<file path="src/rtl/counter_pkg.sv">
// Shared types and limits for the parametrised up/down modulo counter.
package counter_pkg;

  typedef enum logic {CNT_WRAP, CNT_SATURATE} count_mode_t;

  localparam int COUNTER_MAX_WIDTH = 32;

endpackage

</file>
<file path="src/rtl/counter_updown_mod.sv">
// Up/down modulo counter: clear > load > enable > hold, wrap or saturate at the
// range ends, cascade carry on tc and a sticky overflow flag.
module counter_updown_mod
  import counter_pkg::*;
#(
  parameter int                 WIDTH = 4,
  parameter logic [WIDTH-1:0]   MAX   = {WIDTH{1'b1}},
  parameter count_mode_t        MODE  = CNT_WRAP
) (
  input  logic             clk,
  input  logic             reset,
  input  logic             clear,
  input  logic             load,
  input  logic [WIDTH-1:0] load_value,
  input  logic             enable,
  input  logic             up,
  output logic [WIDTH-1:0] count,
  output logic             at_max,
  output logic             at_min,
  output logic             tc,
  output logic             overflow
);

  if ((WIDTH < 1) || (WIDTH > COUNTER_MAX_WIDTH) || (MAX == {WIDTH{1'b0}})) begin : g_bad_param
    $error("counter_updown_mod: WIDTH must be 1..%0d and MAX must be 1..2**WIDTH-1",
           COUNTER_MAX_WIDTH);
  end

  logic [WIDTH-1:0] count_q;
  logic [WIDTH-1:0] count_d;
  logic             overflow_q;
  logic             overflow_d;
  logic             at_max_s;
  logic             at_min_s;
  logic             tc_s;
  logic [WIDTH-1:0] load_clamped_s;

  // Next-count selection plus the combinational range flags and carry.
  always_comb begin
    count_d        = count_q;
    overflow_d     = overflow_q;
    at_max_s       = (count_q == MAX);
    at_min_s       = (count_q == {WIDTH{1'b0}});
    tc_s           = enable & ~clear & ~load & ((up & at_max_s) | (~up & at_min_s));
    load_clamped_s = (load_value > MAX) ? MAX : load_value;

    if (clear) begin
      count_d    = {WIDTH{1'b0}};
      overflow_d = 1'b0;
    end else if (load) begin
      count_d = load_clamped_s;
    end else if (enable) begin
      // The explicit end-of-range test keeps a MAX below 2**WIDTH-1 from rolling naturally.
      overflow_d = overflow_q | tc_s;
      if (up) begin
        if (!at_max_s) begin
          count_d = count_q + WIDTH'(1'b1);
        end else if (MODE == CNT_SATURATE) begin
          count_d = MAX;
        end else begin
          count_d = {WIDTH{1'b0}};
        end
      end else begin
        if (!at_min_s) begin
          count_d = count_q - WIDTH'(1'b1);
        end else if (MODE == CNT_SATURATE) begin
          count_d = {WIDTH{1'b0}};
        end else begin
          count_d = MAX;
        end
      end
    end else begin
      count_d = count_q;
    end
  end

  // Count and sticky overflow registers with asynchronous active-low reset.
  always_ff @(posedge clk or negedge reset) begin
    if (!reset) begin
      count_q    <= {WIDTH{1'b0}};
      overflow_q <= 1'b0;
    end else begin
      count_q    <= count_d;
      overflow_q <= overflow_d;
    end
  end

  assign count    = count_q;
  assign overflow = overflow_q;
  assign at_max   = at_max_s;
  assign at_min   = at_min_s;
  assign tc       = tc_s;

endmodule

</file>
<file path="config.mk">
export PLATFORM = sky130hd
export DESIGN_NAME = counter_updown_mod
export DESIGN_NICKNAME = d
export VERILOG_FILES = /design/src/rtl/counter_pkg.sv /design/src/rtl/counter_updown_mod.sv
export SDC_FILE = /design/constraint.sdc
export NUM_CORES = 1
export LEC_CHECK = 0
export ABC_AREA = 0
export CAP_MARGIN = 20
export CORE_AREA = 5 5 42 44
export CTS_CLUSTER_DIAMETER = 200
export DETAILED_ROUTE_END_ITERATION = 8
export DIE_AREA = 0 0 47 49
export SYNTH_ARGS = -nofsm -noshare
export SYNTH_HDL_FRONTEND = slang
export SYNTH_SLANG_ARGS = --single-unit
</file>
<file path="constraint.sdc">
create_clock -name clk -period 4.83 [get_ports clk]
set_clock_uncertainty 0.05 [all_clocks]
set_input_delay 0.483 -clock clk [delete_from_list [all_inputs] [get_ports clk]]
set_output_delay 0.483 -clock clk [all_outputs]
set_load 0.02 [all_outputs]
</file>
==> summary.log, run 1 <==
qor: synthesis.synth_fp_nets 65
qor: global_routing.global_route.usage.total 10.38%
qor: job.drv.max_cap_violation_count 0
qor: synthesis.synth_area_leader_cell dfrtp_1
qor: synthesis.ys.flop_type dfrtp_1
qor: die.floorplan.die.width 47 um
qor: die.placementRows 14
qor: clock_network.cts_tree yes
qor: synthesis.synth_edf_count 0
qor: die.coreArea 1401 um2
qor: clock_network.clock_tree.buffer_depth 2
qor: clock_network.post_cts_resized 0
qor: synthesis.yosysWarningCount 0
qor: placed_design.post_dp_cell_area 606.8 um2
qor: power.vdd.ir_drop.worst 101.2 uV
qor: sta.final_hold_viol_count 0
qor: worst_setup_path.timing.setup.critical_path_class in -> out
qor: clock_network.cts-hold-fix-buffers 0
qor: sta.fin_setup_tns 0 ps
qor: placed_design.pre_cts_ws 2084 ps
qor: finish.finish.net_count 85
qor: finish.antenna_cells_inserted 0
qor: sta.maxSlewViolCount 0
qor: worst_setup_path.timing.critical_path.cells clkdlybuf4s50_1, mux2_2, and3_1, clkdlybuf4s50_1
qor: die.die_area 2303 um2
qor: synthesis.syn_area 432.9 um2
qor: sta.timing.fmax 363.3 MHz
qor: sta.rsz0062_at_grt no
qor: run_status.status finished clean
qor: drt.drc_viols 0
qor: global_routing.grt_max_degree 10
qor: worst_setup_path.required_time_at_the_worst_slack_endpoint 4300 ps
qor: die.start_util 30.89%
qor: clock_network.cts_root_buf clkbuf_4
qor: worst_setup_path.critPathMaxFanout 8
qor: die.pin_count 18
qor: drt.route.antenna.remaining_nets 0
qor: sta.post-route-min-period 2753 ps
qor: global_routing.antenna_found_initial 0
qor: synthesis.synth_cell_type_count 26
qor: synthesis.synth_top_cell_area_share 28.90%
qor: global_routing.global_route_wire_length_before_repair 1.745 mm
qor: power.cellPowerDensity 236.6 nW/um2
qor: worst_setup_path.slowest_cell_delay_on_critical_path 660 ps
qor: sta.setup-violations-final 0
qor: die.die_y 49 um
qor: min_path.hp-class in -> async
qor: sta.fin_crit_sh 57.00%
qor: drt.drt-total-wl 1.063 mm
qor: drt.detail_route.wl_per_cell 12.22 um
qor: synthesis.mean_area_per_synthesized_cell 8.325 um2
qor: global_routing.first_global_vias 402
qor: finish.area_growth_syn_to_layout 46.24%
qor: worst_setup_path.crit_path_start_kind input port
qor: worst_setup_path.crit_path_top_delay_cell clkdlybuf4s50_1
qor: sta.relSlewSlack 78.47%
qor: clock_network.cts_htree_levels 1
qor: synthesis.ys_top_cells_by_area dfrtp_1 29%, ha_1 8.7%, a21oi_1 6.9%
qor: finish.final_cell_area_excluding_filler_cells 633.1 um2
qor: clock_network.post-cts-setup-buffer-count 0
qor: worst_setup_path.critical_path.n_buffers_inverters 2
qor: synthesis.leading_cell_types_by_count_after_synthesis 6 x a21oi_1, 6 x inv_1, 5 x dfrtp_1, 4 x nand2_1, 4 x nor2_1
qor: drt.drt_iter0_drc 5
qor: finish.final_util 45.18%
qor: worst_setup_path.critPathArrivalTime 2220 ps
qor: global_routing.grt_remaining_overflow 0
qor: placed_design.numPortBuffers 17
qor: sta.final.hold.worst_slack 418.3 ps
qor: clock_network.clk_sink_count 5
qor: synthesis.synth_sequential_area_ratio 28.90%
qor: synthesis.synth.ff_latch_count 5
qor: clock_network.cts_buffers 3
qor: drt.drt_first_pass_iters 3
qor: worst_setup_path.worstSetupEndpointType output port
qor: synthesis.ys_async_sr_fraction 100.0%
qor: worst_setup_path.timing.critical_path.mode_cell clkdlybuf4s50_1
qor: sta.tightestPinTransition 322.0 ps
qor: placed_design.gpl.final_weighted_congestion 0.7820
qor: drt.avgViaCountPerCell 5.023
qor: finish.drive_gt1_share 7.042%
qor: power.power.leakage 0.0002757 uW
qor: clock_network.clk_pin_slew 40 ps
qor: sta.setup_slack 2077 ps
qor: clock_network.clk-insertion-delay-late 240 ps
qor: drt.vias 437
qor: worst_setup_path.critical-path-top-delay-family buffers and inverters
qor: synthesis.post_synth_inst_count 52
qor: placed_design.dpl.hpwl 821.9 um
-- area by class of cell --
| class | count | area [um2] |
|---|---|---|
| Inverter | 6 | 22.52 |
| Multi-Input combinational cell | 39 | 269.0 |
| Tap cell | 16 | 20.02 |
| Fill cell | 157 | 768.2 |
| Timing Repair Buffer | 17 | 170.2 |
| Clock buffer | 4 | 26.28 |
| Sequential cell | 5 | 125.1 |
-- cells in the final DEF (no fill, tap or decap), types with 2 or more instances in the layout --
master	n
clkdlybuf4s50_1	17
inv_1	6
a21oi_1	6
dfrtp_1	5
nor2_1	4
nand2_1	4
ha_1	3
clkbuf_4	3
and3_1	2
a31oi_1	2
mux2i_1	2
xor2_1	2
-- worst reg2reg max path, stage by stage (launching register included) --
cell      delay [ps]
dfrtp_1          470
inv_1            120
ha_1             200
o21bai_1         120
a21oi_1           70
or4b_1           470
a32oi_1          190
-- worst paths after layout --
kind                       slack (ps)  cells past startpoint     start  endpoint
max reg2reg                      3050                      6  count[0]  count[3]
max in group asynchronous        4120                      1     reset  count[0]
min in group clk                  450                      2  overflow  overflow
min                               420                      1     reset  overflow
min reg2reg                       450                      2  overflow  overflow
max                              2080                      4        up        tc
-- report_power, final --
part	leakage (uW)	internal (uW)	switching, uW
registers	0.0000656	45.3	6.18
logic	0.000195	26.2	24.0
clock network	0.0000150	31.2	16.9
total	0.000276	103	47.1
-- state kept, by name (all words and copies together) (netlist names) --
register,cells
count,4
overflow,1
-- layer usage --
metal / GRT usage, % / part of all wire, % / vias up
met3: 2.583 / 7.2 / 2
li1: - / - / 223
met1: 13.75 / 48 / 199
met4: 8.295 / 1.1 / 0
met5: 0 / 0 / -
met2: 13.57 / 44 / 13
-- through the flow --
stage               total power (uW)  instances
global placement               102.7         83
detailed placement             102.5         83
global route                   158.7         87
floorplan                      79.85         52
CTS                            152.8         87
finish                         149.8         87
-- kinds of logic after synthesis --
logic type / Yosys count / synth area share (%)
fa+ha+maj: 3 / 8.671
flops: 5 / 28.90
simple gates: 17 / 21.39
xor+xnor: 2 / 4.047
buf+inv: 8 / 8.958
mux: 3 / 7.225
compound gates: 14 / 20.81
(Power assumes the default switching activity.)
==> inputs of run 2 (changes only) <==
Settings changed: PLACE_DENSITY set to 0.66.
Clock period 4.83 ns to 2.44 ns, I/O delays scaled along.
==> run 2 against run 1 <==
Critical path depth is 2 higher. Combinational power increased by 100%. Via count grew 5.0%. Final cell count up 1.1%. Sequential share of layout area down 0.19 points. Die area did not move. First-iteration DRC count shrank 40%. Count of clock-buffer cells in the layout unchanged. Critical path type is now reg -> out. Critical endpoint unchanged. Largest cell class unchanged. Largest power group unchanged.
==> summary.log, run 2 (synthesized netlist as in run 1, its figures left out) <==
qor: run_status.status finished clean
qor: worst_setup_path.critPathMaxFanout 8
qor: global_routing.global_route.usage.total 11.10%
qor: drt.route.antenna.remaining_nets 0
qor: sta.setup_slack 118.6 ps
qor: worst_setup_path.critPathArrivalTime 2030 ps
qor: worst_setup_path.crit_path_start_kind flip-flop
qor: power.cellPowerDensity 474.3 nW/um2
qor: finish.area_growth_syn_to_layout 47.69%
qor: worst_setup_path.required_time_at_the_worst_slack_endpoint 2150 ps
qor: sta.fin_setup_tns 0 ps
qor: finish.drive_gt1_share 8.333%
qor: sta.final_hold_viol_count 0
qor: finish.finish.net_count 86
qor: drt.drt_first_pass_iters 4
qor: drt.drt_iter0_drc 3
qor: clock_network.clock_tree.buffer_depth 2
qor: drt.drt-total-wl 1.160 mm
qor: placed_design.numPortBuffers 17
qor: sta.setup-violations-final 0
qor: die.coreArea 1401 um2
qor: drt.drc_viols 0
qor: placed_design.gpl.final_weighted_congestion 0.7773
qor: drt.vias 459
qor: sta.relSlewSlack 79.23%
qor: finish.final_util 45.63%
qor: die.start_util 30.89%
qor: clock_network.clk-insertion-delay-late 250 ps
qor: finish.most-common-layout-cells 16 x clkdlybuf4s50_1, 6 x inv_1, 6 x a21oi_1
qor: sta.fin_crit_sh 95.14%
qor: sta.tightestPinTransition 310.5 ps
qor: power.vdd.ir_drop.worst 284.5 uV
qor: drt.avgViaCountPerCell 5.216
qor: drt.detail_route.wl_per_cell 13.18 um
qor: die.placementRows 14
qor: finish.antenna_cells_inserted 0
qor: worst_setup_path.timing.critical_path.cells inv_1, ha_1, nor3b_1, mux2_2, and3_1, dlygate4sd2_1
qor: die.die_y 49 um
qor: min_path.hp-class in -> async
qor: placed_design.pre_cts_ws 187.2 ps
qor: job.drv.max_cap_violation_count 0
qor: clock_network.cts-hold-fix-buffers 0
qor: clock_network.cts_root_buf clkbuf_4
qor: global_routing.grt_max_degree 10
qor: sta.rsz0062_at_grt no
qor: clock_network.post-cts-setup-buffer-count 0
qor: global_routing.first_global_vias 428
qor: clock_network.cts_htree_levels 1
qor: power.power.leakage 0.0002852 uW
qor: worst_setup_path.slowest_cell_delay_on_critical_path 500 ps
qor: sta.maxSlewViolCount 0
qor: sta.timing.fmax 430.8 MHz
qor: worst_setup_path.crit_path_top_delay_cell dfrtp_1
qor: worst_setup_path.timing.setup.critical_path_class reg -> out
qor: die.die_area 2303 um2
qor: sta.post-route-min-period 2321 ps
qor: finish.layout_commonest_cell clkdlybuf4s50_1
qor: die.floorplan.die.width 47 um
qor: clock_network.cts_buffers 3
qor: clock_network.clk_sink_count 5
qor: global_routing.grt_remaining_overflow 0
qor: clock_network.clk_pin_slew 50 ps
qor: clock_network.post_cts_resized 1
qor: clock_network.cts_tree yes
qor: finish.largest_reg_flops 4
qor: die.pin_count 18
qor: worst_setup_path.worstSetupEndpointType output port
qor: placed_design.dpl.hpwl 901.6 um
qor: global_routing.antenna_found_initial 0
qor: global_routing.global_route_wire_length_before_repair 1.807 mm
-- run 2: final cells by class --
class	instances	area [um2]
fill	138	762.0
multi-input combinational	39	269.0
timing repair buffer	18	176.4
sequential	5	125.1
clock buffer	4	26.28
inverter	6	22.52
tap	16	20.02
-- run 2: critical path: cells and delay by family, from the launching register on --
kind                     cells  cell delay, ps
buffers and inverters        2             430
adder cells (fa/ha/maj)      1             240
flip-flops                   1             500
multiplexers                 1             290
AND/OR/NAND/NOR              2             320
-- run 2: power by group --
part	switching, uW	total [uW]	internal, uW
combinational	49.1	102	52.6
clock	37.4	99.4	62.0
sequential	12.4	102	89.7
total	98.9	303	204
-- run 2: per-layer routing --
layer	global-route usage (%)	part of all wire (%)	up-vias
met4	8.295	2.2	0
met3	3.321	8.1	2
met1	12.92	41	212
li1	-	-	228
met5	0	0	-
met2	16.29	48	17
-- run 2: path summary, 6_finish.rpt --
path                       startpoint  endpoint  slack (ps)  cells past startpoint
min reg2reg                  overflow  overflow         460                      2
max                          count[0]        tc         120                      6
max in group asynchronous       reset  overflow        1980                      1
min in group clk             overflow  overflow         460                      2
max reg2reg                  count[0]  count[3]         660                      6
min                             reset  count[1]         160                      1
-- run 2: through the flow --
step / total power, uW / cell area [um2] / hold slack, ps / std cells
2_1_floorplan: 158.1 / 432.9 / -101.6 / 52
3_3_place_gp: 205.3 / 614.3 / 426.1 / 84
3_5_place_dp: 205.4 / 614.3 / 432.2 / 84
4_1_cts: 310.5 / 639.4 / 156.6 / 88
5_1_grt: 322.7 / 639.4 / 169.4 / 88
6_report: 303.3 / 639.4 / 162.3 / 88
==> inputs of run 3 (changes only) <==
Settings changed: SETUP_SLACK_MARGIN set to 0.1.
==> run 3 against run 2 <==
Non-clock buffer count unchanged. Worst hold slack about the same. Sequential power about the same. Global-route usage unchanged. Routed wire length decreased by 0.52%.
==> summary.log, run 3 (synthesized netlist as in run 1, its figures left out) <==
qor: die.start_util 30.89%
qor: sta.timing.fmax 452.8 MHz
qor: drt.drt_first_pass_iters 4
qor: placed_design.gpl.final_weighted_congestion 0.7773
qor: worst_setup_path.required_time_at_the_worst_slack_endpoint 2150 ps
qor: global_routing.global_route.usage.total 11.10%
qor: sta.maxSlewViolCount 0
qor: power.cellPowerDensity 476.5 nW/um2
qor: clock_network.cts_tree yes
qor: worst_setup_path.critPathArrivalTime 1910 ps
qor: finish.finish.net_count 86
qor: clock_network.cts_buffers 3
qor: sta.setup_slack 231.6 ps
qor: die.pin_count 18
qor: finish.drive_gt1_share 11.11%
qor: sta.post-route-min-period 2208 ps
qor: power.vdd.ir_drop.worst 284.9 uV
qor: global_routing.antenna_found_initial 0
qor: finish.fillCellCount 139
qor: worst_setup_path.crit_path_start_kind flip-flop
qor: clock_network.cts_htree_levels 1
qor: power.power.leakage 0.0002803 uW
qor: drt.vias 459
qor: finish.layout_commonest_cell clkdlybuf4s50_1
qor: sta.tightestPinTransition 308.6 ps
qor: sta.setup-violations-final 0
qor: worst_setup_path.worstSetupStartpoint count[1]
qor: sta.rsz0062_at_grt no
qor: finish.final_cell_count_no_fill 88
qor: die.die_y 49 um
qor: min_path.hp-class in -> async
qor: finish.final-seq-area 126.4 um2
qor: drt.drt-total-wl 1.154 mm
qor: clock_network.clk_pin_slew 50 ps
qor: sta.relSlewSlack 79.36%
qor: drt.avgViaCountPerCell 5.216
qor: worst_setup_path.worstSetupEndpointType output port
qor: finish.most-common-layout-cells 16 x clkdlybuf4s50_1, 6 x inv_1, 6 x a21oi_1
qor: global_routing.grt_remaining_overflow 0
qor: drt.route.antenna.remaining_nets 0
qor: global_routing.global_route_wire_length_before_repair 1.807 mm
qor: sta.fin_setup_tns 0 ps
qor: worst_setup_path.worstSetupEndpoint at_min
qor: run_status.status finished clean
qor: finish.largest_reg_flops 4
qor: die.coreArea 1401 um2
qor: drt.drt_iter0_drc 3
qor: drt.detail_route.wl_per_cell 13.11 um
qor: worst_setup_path.regToRegEndpoint count[3]
qor: clock_network.clock_tree.buffer_depth 2
qor: finish.multi_input_area 269.0 um2
qor: drt.drc_viols 0
qor: global_routing.grt_max_degree 10
qor: clock_network.clk-insertion-delay-late 250 ps
qor: clock_network.clk_sink_count 5
qor: clock_network.post-cts-setup-buffer-count 0
qor: worst_setup_path.ff2ff_setup_slack 680 ps
qor: placed_design.numPortBuffers 17
qor: clock_network.cts_root_buf clkbuf_4
qor: worst_setup_path.timing.setup.critical_path_class reg -> out
qor: worst_setup_path.critPathMaxFanout 7
qor: worst_setup_path.worst_r2r_path_depth 6
qor: global_routing.first_global_vias 428
qor: worst_setup_path.rr_startpoint count[1]
qor: sta.final_hold_viol_count 0
qor: placed_design.dpl.hpwl 901.6 um
qor: die.placementRows 14
qor: job.drv.max_cap_violation_count 0
qor: finish.final_util 45.45%
qor: die.floorplan.die.width 47 um
qor: finish.antenna_cells_inserted 0
qor: finish.area_growth_syn_to_layout 47.11%
qor: die.die_area 2303 um2
qor: placed_design.place_inst 84
qor: placed_design.pre_cts_ws 187.2 ps
qor: sta.fin_crit_sh 90.51%
[run 3: changes by cell type in the layout (fill, tap and decap cells not counted)]
cell | previous run | this run
dfrtp_1 | 5 | 4
clkbuf_2 | 0 | 1
dlygate4sd2_1 | 1 | 0
dfrtp_2 | 0 | 1
[run 3: what timing repair did]
| item | 4_1_cts | 5_1_grt |
|---|---|---|
| setup endpoints to repair | 1 | 1 |
| hold buffers | 0 | 0 |
| resized for setup | 1 | 3 |
| pin swaps | 0 | 0 |
[run 3: layer usage]
| layer | up-vias | GRT usage, % | wire [um] |
|---|---|---|---|
| met5 | - | 0 | 0 |
| met4 | 0 | 8.295 | 26 |
| met3 | 2 | 3.321 | 93 |
| met2 | 17 | 16.29 | 544 |
| met1 | 212 | 12.92 | 490 |
| li1 | 228 | - | - |
[run 3: how the worst min path moves through the flow]
stage	start	end	slack (ps)
floorplan	reset	count[0]	-100
global placement	reset	overflow	430
detailed placement	reset	count[0]	430
CTS	reset	count[1]	160
global route	reset	count[1]	170
finish	reset	count[1]	160
[run 3: where the power goes]
group / internal [uW] / switching [uW]
Combinational: 52.6 / 49.1
Clock: 62.0 / 37.4
Sequential: 90.0 / 12.4
Total: 205 / 98.9
[run 3: worst max-delay path, cell delays in order (launching register included)]
cell	delay, ps
dfrtp_1	440
inv_1	130
ha_1	200
nor3b_1	250
clkdlybuf4s50_1	650
[run 3: layout make-up]
type | instances | share of cell area (%)
Timing Repair Buffer | 18 | 27.11
Clock buffer | 4 | 4.126
Tap cell | 16 | 3.143
Multi-Input combinational cell | 39 | 42.24
Inverter | 6 | 3.536
Sequential cell | 5 | 19.84
[run 3: metrics by stage]
stage,cell area [um2],power (uW),hold WS [ps]
after floorplan,432.9,158.1,-101.6
after CTS,639.4,310.5,156.6
after global placement,614.3,205.3,426.1
final,636.9,303.5,162.2
after detailed placement,614.3,205.4,432.2
after global routing,636.9,322.9,169.3
